--- src/rtl/dac_spi_if.sv ---
// ============================================================================
// dac_spi_if : sample-load handshake plus DAC serial pins for dac_spi_tx
// Revision   : 1.0
// ============================================================================
`default_nettype none

interface dac_spi_if;
  logic       load;
  logic [9:0] data_in;
  logic       dac_cs_n;
  logic       dac_sck;
  logic       dac_sdi;
  logic       dac_ld_n;
  logic       busy;
  logic       done;
  logic       overrun;

  modport master (
    output load, data_in,
    input  dac_cs_n, dac_sck, dac_sdi, dac_ld_n, busy, done, overrun
  );

  modport slave (
    input  load, data_in,
    output dac_cs_n, dac_sck, dac_sdi, dac_ld_n, busy, done, overrun
  );
endinterface

`default_nettype wire

--- src/rtl/dac_spi_tx.sv ---
// ============================================================================
// dac_spi_tx : 16-bit write-frame SPI transmitter for a 10-bit serial DAC,
//              with a one-deep pending sample buffer
// Revision   : 1.0
// ============================================================================
`default_nettype none

module dac_spi_tx #(
  parameter int HALF   = 25,
  parameter bit BUF    = 1'b0,
  parameter bit GA_N   = 1'b1,
  parameter bit SHDN_N = 1'b1
) (
  input  wire logic   sysclk,
  input  wire logic   rst_n,
  dac_spi_if.slave    bus
);

  typedef enum logic [2:0] {
    S_IDLE  = 3'd0,
    S_SETUP = 3'd1,
    S_SHIFT = 3'd2,
    S_LATCH = 3'd3,
    S_DONE  = 3'd4
  } state_t;

  localparam logic [7:0] c_RELOAD = 8'(HALF - 1);
  localparam logic [3:0] c_HDR    = {1'b0, BUF, GA_N, SHDN_N};

  function automatic logic [15:0] frame_of(input logic [9:0] d);
    return {c_HDR, d, 2'b00};
  endfunction

  state_t      r_state, w_state;
  logic [7:0]  r_cnt, w_cnt;
  logic [4:0]  r_slot, w_slot;
  logic        r_phase, w_phase;     // 1 = SCK-high half of the slot
  logic [15:0] r_shift, w_shift;
  logic        r_pend, w_pend;
  logic [9:0]  r_pend_data, w_pend_data;

  logic r_cs_n, r_sck, r_sdi, r_ld_n, r_busy, r_done, r_overrun;
  logic w_cs_n, w_sck, w_sdi, w_ld_n, w_busy, w_done, w_overrun;
  logic w_last;

  always_ff @(posedge sysclk or negedge rst_n) begin
    if (!rst_n) begin
      r_state     <= S_IDLE;
      r_cnt       <= 8'd0;
      r_slot      <= 5'd0;
      r_phase     <= 1'b0;
      r_shift     <= 16'd0;
      r_pend      <= 1'b0;
      r_pend_data <= 10'd0;
      r_cs_n      <= 1'b1;
      r_sck       <= 1'b0;
      r_sdi       <= 1'b0;
      r_ld_n      <= 1'b1;
      r_busy      <= 1'b0;
      r_done      <= 1'b0;
      r_overrun   <= 1'b0;
    end else begin
      r_state     <= w_state;
      r_cnt       <= w_cnt;
      r_slot      <= w_slot;
      r_phase     <= w_phase;
      r_shift     <= w_shift;
      r_pend      <= w_pend;
      r_pend_data <= w_pend_data;
      r_cs_n      <= w_cs_n;
      r_sck       <= w_sck;
      r_sdi       <= w_sdi;
      r_ld_n      <= w_ld_n;
      r_busy      <= w_busy;
      r_done      <= w_done;
      r_overrun   <= w_overrun;
    end
  end

  always_comb begin
    w_state     = r_state;
    w_cnt       = r_cnt;
    w_slot      = r_slot;
    w_phase     = r_phase;
    w_shift     = r_shift;
    w_pend      = r_pend;
    w_pend_data = r_pend_data;
    w_overrun   = 1'b0;
    w_last      = (r_cnt == 8'd0);

    case (r_state)
      S_IDLE: begin
        if (bus.load) begin
          w_state = S_SETUP;
          w_cnt   = c_RELOAD;
          w_shift = frame_of(bus.data_in);
        end
      end
      S_SETUP: begin
        if (w_last) begin
          w_state = S_SHIFT;
          w_phase = 1'b1;
          w_slot  = 5'd0;
          w_cnt   = c_RELOAD;
        end else begin
          w_cnt = r_cnt - 8'd1;
        end
      end
      S_SHIFT: begin
        if (!w_last) begin
          w_cnt = r_cnt - 8'd1;
        end else if (r_phase) begin
          // SDI moves on the falling SCK edge, giving H cycles of hold and setup
          w_phase = 1'b0;
          w_cnt   = c_RELOAD;
          w_shift = {r_shift[14:0], 1'b0};
        end else if (r_slot == 5'd15) begin
          w_state = S_LATCH;
          w_cnt   = c_RELOAD;
        end else begin
          w_slot  = r_slot + 5'd1;
          w_phase = 1'b1;
          w_cnt   = c_RELOAD;
        end
      end
      S_LATCH: begin
        if (w_last) begin
          w_state = S_DONE;
          w_cnt   = c_RELOAD;
        end else begin
          w_cnt = r_cnt - 8'd1;
        end
      end
      S_DONE: begin
        w_cnt = c_RELOAD;
        if (bus.load) begin
          w_shift   = frame_of(bus.data_in);
          w_pend    = 1'b0;
          w_overrun = r_pend;
          w_state   = S_SETUP;
        end else if (r_pend) begin
          w_shift = frame_of(r_pend_data);
          w_pend  = 1'b0;
          w_state = S_SETUP;
        end else begin
          w_state = S_IDLE;
        end
      end
      default: begin
        w_state = S_IDLE;
      end
    endcase

    if (bus.load && (r_state inside {S_SETUP, S_SHIFT, S_LATCH})) begin
      w_pend      = 1'b1;
      w_pend_data = bus.data_in;
      w_overrun   = r_pend;
    end

    // Outputs are registered from the next state so they line up with it
    w_cs_n = !(w_state == S_SETUP || w_state == S_SHIFT);
    w_sck  = (w_state == S_SHIFT) && w_phase;
    w_sdi  = !w_cs_n && w_shift[15];
    w_ld_n = (w_state != S_LATCH);
    w_busy = (w_state != S_IDLE);
    w_done = (w_state == S_DONE);
  end

  assign bus.dac_cs_n = r_cs_n;
  assign bus.dac_sck  = r_sck;
  assign bus.dac_sdi  = r_sdi;
  assign bus.dac_ld_n = r_ld_n;
  assign bus.busy     = r_busy;
  assign bus.done     = r_done;
  assign bus.overrun  = r_overrun;

endmodule

`default_nettype wire
--- src/flat_wrapper.sv ---
// flat-port wrapper written by rule: the top's interface ports become plain ports
module dac_spi_tx_flat 
#(
  parameter int HALF   = 25,
  parameter bit BUF    = 1'b0,
  parameter bit GA_N   = 1'b1,
  parameter bit SHDN_N = 1'b1
)
  (sysclk, rst_n, bus_load, bus_data_in, bus_dac_cs_n, bus_dac_sck, bus_dac_sdi, bus_dac_ld_n, bus_busy, bus_done, bus_overrun);
  dac_spi_if bus_i ();
  input  wire logic sysclk;
  input  wire logic rst_n;
  input wire logic [$bits(bus_i.load)-1:0] bus_load;
  input wire logic [$bits(bus_i.data_in)-1:0] bus_data_in;
  output wire logic [$bits(bus_i.dac_cs_n)-1:0] bus_dac_cs_n;
  output wire logic [$bits(bus_i.dac_sck)-1:0] bus_dac_sck;
  output wire logic [$bits(bus_i.dac_sdi)-1:0] bus_dac_sdi;
  output wire logic [$bits(bus_i.dac_ld_n)-1:0] bus_dac_ld_n;
  output wire logic [$bits(bus_i.busy)-1:0] bus_busy;
  output wire logic [$bits(bus_i.done)-1:0] bus_done;
  output wire logic [$bits(bus_i.overrun)-1:0] bus_overrun;
  assign bus_i.load = bus_load;
  assign bus_i.data_in = bus_data_in;
  assign bus_dac_cs_n = bus_i.dac_cs_n;
  assign bus_dac_sck = bus_i.dac_sck;
  assign bus_dac_sdi = bus_i.dac_sdi;
  assign bus_dac_ld_n = bus_i.dac_ld_n;
  assign bus_busy = bus_i.busy;
  assign bus_done = bus_i.done;
  assign bus_overrun = bus_i.overrun;
  dac_spi_tx #(.HALF(HALF), .BUF(BUF), .GA_N(GA_N), .SHDN_N(SHDN_N)) u_core (.sysclk(sysclk), .rst_n(rst_n), .bus(bus_i));
endmodule
--- config.mk ---
export PLATFORM = sky130hd
export DESIGN_NAME = dac_spi_tx_flat
export DESIGN_NICKNAME = d
export VERILOG_FILES = /design/src/rtl/dac_spi_if.sv /design/src/rtl/dac_spi_tx.sv /design/src/flat_wrapper.sv
export SDC_FILE = /design/constraint.sdc
export NUM_CORES = 1
export LEC_CHECK = 0
export CAP_MARGIN = 10
export CORE_AREA = 5 5 78 80
export DETAILED_ROUTE_END_ITERATION = 8
export DIE_AREA = 0 0 83 85
export PLACE_DENSITY = 0.65
export SYNTH_ARGS = -nofsm -noshare
export SYNTH_HDL_FRONTEND = slang
export SYNTH_SLANG_ARGS = --single-unit
--- constraint.sdc ---
create_clock -name sysclk -period 4.45 [get_ports sysclk]
set_clock_uncertainty 0.1 [all_clocks]
set_input_delay 0.89 -clock sysclk [delete_from_list [all_inputs] [get_ports sysclk]]
set_output_delay 0.89 -clock sysclk [all_outputs]
set_load 0.02 [all_outputs]
# [After elaboration in Yosys (flattened, before gate mapping)]
# Index checks and enable logic that the tools add are counted.
# W data, S select, Z words.
[word_totals] regBits=51 input_bits=13 out_inout_bits=7
[op_classes] addsub=2 n_eq_ne=16 n_mux=33 n_reduce_logical=17
[ops] operator="$mux W16" n=5
[ops] operator="$pmux W16 S3" n=1
[ops] operator="$pmux W8 S3" n=1
[ops] operator="$mux W3" n=7
[ops] operator="$mux W5" n=4
[ops] operator="$mux W8" n=2
[ops] operator="$pmux W3 S5" n=1
[ops] operator="$reduce_bool A3 Y1" n=4
[ops] operator="$mux W1" n=10
[ops] operator="$pmux W5 S2" n=1
[ops] operator="$reduce_and A5 Y1" n=2
[ops] operator="$eq A3 B2 Y1 const B" n=3
[ops] operator="$logic_not A8 Y1" n=1
[ops] operator="$sub A8 B1 Y8 const B" n=1
[ops] operator="$eq A3 B1 Y1 const B" n=2
[ops] operator="$eq A3 B3 Y1 const B" n=2
[ops] operator="$ne A2 B1 Y1 const B" n=3
[ops] operator="$ne A2 B2 Y1 const B" n=3
[ops] operator="$ne A3 B2 Y1 const B" n=2
[ops] operator="$add A5 B1 Y5 const B" n=1
[ops] operator="$eq A5 B4 Y1 const B" n=1
[ops] operator="$reduce_bool A2 Y1" n=2
[ops] operator="$logic_and A1 B1 Y1" n=3
[ops] operator="$logic_not A3 Y1" n=1
[ops] operator="other kinds (5)" n=5

# [Longest topological paths before layout]
[depth] ltp_word=8 depth_mapped=8

# [Worst setup path after synthesis]
# OpenSTA, ideal clock, no wires.
[synth_path] kind="input-to-reg" start="input port bus_load" end="register u_core.r_shift[5]" arrival_ns=1.974 t_required_ns=4.224 path_slack_ns=2.250 path_stages=5 path_cell_list="buf_2 > clkbuf_1 > mux2i_1 > nor2_1 > a221o_1"
[synth_between] elab_chain_cells=2
[synth_rtl] item="start: declaration" line="flat_wrapper.sv:13" source="input wire logic [$bits(bus_i.load)-1:0] bus_load;"
[synth_rtl] item="$ne A3 B2 Y1 (no line) (tied with other cells)"
[synth_rtl] item="$reduce_and A5 Y1 (no line) or $pmux W16 S3 (tied branches)"
[synth_rtl] item="end signal: assignment" line="dac_spi_tx.sv:67" source="r_shift <= w_shift;"
[synth_rtl] item="end: declaration" line="dac_spi_tx.sv:38" source="logic [15:0] r_shift, w_shift;"
# Several ways; a longest one is shown, not always the timed one.
# A chain may end at the register's enable or synchronous reset.

# [Worst setup path after layout]
[layout_path] start="input port bus_load" end="register u_core.r_shift[9]"
# The elaborated chain is that of the path after synthesis.

==> run summary <==
Outcome: finished clean
Critical Path RT: 4.54 ns
Crit-path max cell delay: 0.86 ns
Worst reg2reg setup slack: 1.95 ns
Yosys top cell area share: 0.484
Fmax: 336 MHz
Cts hold-fix bufs: 0
Syn avg cell area: 10.8 um2
Most common cell after layout, fill and taps aside: dfrtp_1
Crit. End Element: register
CTS resizes: 0
Largest net degree at the start of global routing: 51
CTS max path bufs: 2
Gp weighted congestion: 0.778
Area grow syn2layout: 13.2%
Clock Sink Count: 50
DRT antenna net count: 0
Post-DR wirelength/cell: 14.2 um
# diodes: 0
FF/Latch Area: 1250 um2
Cell Pwr Density: 545 nW/um2
Reg clk slew, reported paths: 0.09 ns
Synth Net Count: 245
Slew Limit Fails: 0
Tcrit/Tclk final: 0.669
RSZ-0062 raised after global routing: false
Vias/cell: 5.54
Arrival time of the worst setup path: 3.07 ns
Setup Crit Path Kind: in -> reg
Post-synthesis register bit count: 50
Die Ht: 85 um
H-tree levels: 2
Max-slew headroom: 0.420
Postcts setup bufs: 0
Port bufs: 19
Post-synth top flop: dfrtp_1
CORE AREA: 5340 um2
Total GRT Usage: 0.136
Number of synthesized flops with an enable pin: 0
Post-Synthesis Cells: 229
Boundary Pins: 20
Final setup violation count: 0
Leak: 1.18 nW
Vias in the first global route: 1668
Slew @ Worst Pin: 0.867 ns
Initial antenna violation count: 0
Most frequent cells in the layout: dfrtp_1, nor2_1, clkdlybuf4s50_1
Hold path cells: 1
Post-layout util: 0.526
Setup TNS: 0 ns
Worst-path fanout max: 17
CP max-delay cell: clkdlybuf4s50_1
Final Hold Vio Count: 0
Startpoint Class: input port
Worst R2R Start: u_core.r_cnt[0]
Multi-input logic area: 1140 um2
Hold WS: 0.396 ns
DP HPWL: 2980 um
Hold endpoint: u_core.r_slot[4]
Vias: 1745
Clock latency at the later pin of the worst-skew pair: 0.29 ns
Reg2Reg Capture Point: u_core.r_shift[10]
Max-cap violations: 0
Sequential-to-total area share from yosys stat: 0.505
Grt ovf: 0
Drt first pass iters: 4
CTS tree: yes
Netlist cell types: 51
Die area: 7060 um2
Cell taking the most area after synthesis: dfrtp_1
Cts bufs inserted: 5
Hold path start: u_core.r_slot[4]
Root Buffer: clkbuf_8
Worst path cell trace: clkdlybuf4s50_1 > a21oi_2 > nand2b_1 > nor2_1 > a221o_1
Starting Density: 0.465
Overall die width: 83 um
Min Tclk post-route: 2.98 ns
DR iter-0 viols: 94
Top post-synthesis cells by area: dfrtp_1, mux2_2, nor2_1
Cell Area, Synth: 2480 um2
Hold Path Class: reg -> reg
Filler cell count: 499
Worst-case reg-to-reg path depth: 6
DRC viols: 0
Warnings from Yosys: 0
VDD IR-drop max: 243 uV
Async SR Flop Fraction: 1.00
Layout cell share with drive strength beyond 1: 0.128
Final wirelength: 4490 um
Final net count: 258
Wire length of the first global-routing pass: 7830 um
Rows: 27
==> cells in the mapped netlist (3+ instances only) <==
library cell  instances
mux2_2               11
nand3b_1              3
a21oi_1               7
nand2_1              16
dfrtp_1              48
nor2_1               27
mux2i_1              10
nor4_1                3
nand4b_1              4
a221o_1              10
clkbuf_1              5
nand2b_1              3
nand3_1               4
o21ai_0              14
xor2_1                5
inv_1                 3
buf_2                 6
nand4_1               3
and3_1                3
ha_1                  3
==> power breakdown <==
part           internal [mW]  total, mW  switching, mW  leakage, nW
registers              0.601      0.733          0.132        0.611
clock network          0.168      0.312          0.145       0.0514
logic                  0.247      0.486          0.239        0.517
total                   1.02       1.53          0.516         1.18
==> stage by stage <==
stage	instance area (um2)	total power, mW	instances	setup WS, ns
global route	2810	1.64	315	1.32
global placement	2680	1.22	306	1.21
floorplan	2480	1.10	229	2.25
CTS	2790	1.54	314	1.47
finish	2810	1.53	315	1.47
detailed placement	2680	1.23	306	1.14
==> critical path: cells and delay by family <==
family / cells / cell delay [ns]
buffers and inverters: 1 / 0.86
AOI/OAI and AO/OA: 2 / 0.74
and+or+nand+nor: 2 / 0.57
==> worst max-delay path by stage <==
stage / end / startpoint
floorplan: u_core.r_shift[5] / bus_load
global placement: u_core.r_shift[11] / bus_load
detailed placement: u_core.r_shift[3] / bus_load
CTS: u_core.r_shift[10] / bus_load
global route: u_core.r_shift[11] / bus_load
finish: u_core.r_shift[9] / bus_load
==> state kept, by name (all words and copies together) (netlist names) <==
signal	cells
u_core.bus.dac_sck	1
u_core.r_shift	15
u_core.bus.dac_cs_n	1
u_core.r_cnt	8
u_core.r_phase	1
u_core.r_pend	1
u_core.bus.overrun	1
u_core.bus.dac_ld_n	1
u_core.r_state	3
u_core.bus.busy	1
u_core.r_pend_data	10
u_core.r_slot	5
u_core.bus.done	1
u_core.bus.dac_sdi	1
==> metal layers <==
metal | GRT usage | vias to the layer above | share of wire | wire [um]
li1 | - | 865 | - | -
met1 | 0.183 | 847 | 0.49 | 2190
met2 | 0.213 | 31 | 0.46 | 2080
met3 | 0.0427 | 2 | 0.042 | 188
met4 | 0.0357 | 0 | 0.0058 | 26
met5 | 0 | - | 0 | 0
==> final cells by class <==
class / count / area share
flip-flops and latches: 50 / 0.447
multi-input cells: 162 / 0.405
repair buffers: 20 / 0.0731
well taps: 72 / 0.0321
clock buffers: 6 / 0.0258
clock inverters: 2 / 0.0134
inverters: 3 / 0.00401
==> kinds of logic after synthesis <==
group,share of synthesized area
simple gates,0.203
flops,0.505
compound gates,0.129
mux,0.0903
buf+inv,0.0363
xor+xnor,0.0212
fa+ha+maj,0.0151
Note: power is estimated with default switching activity, not from simulation.
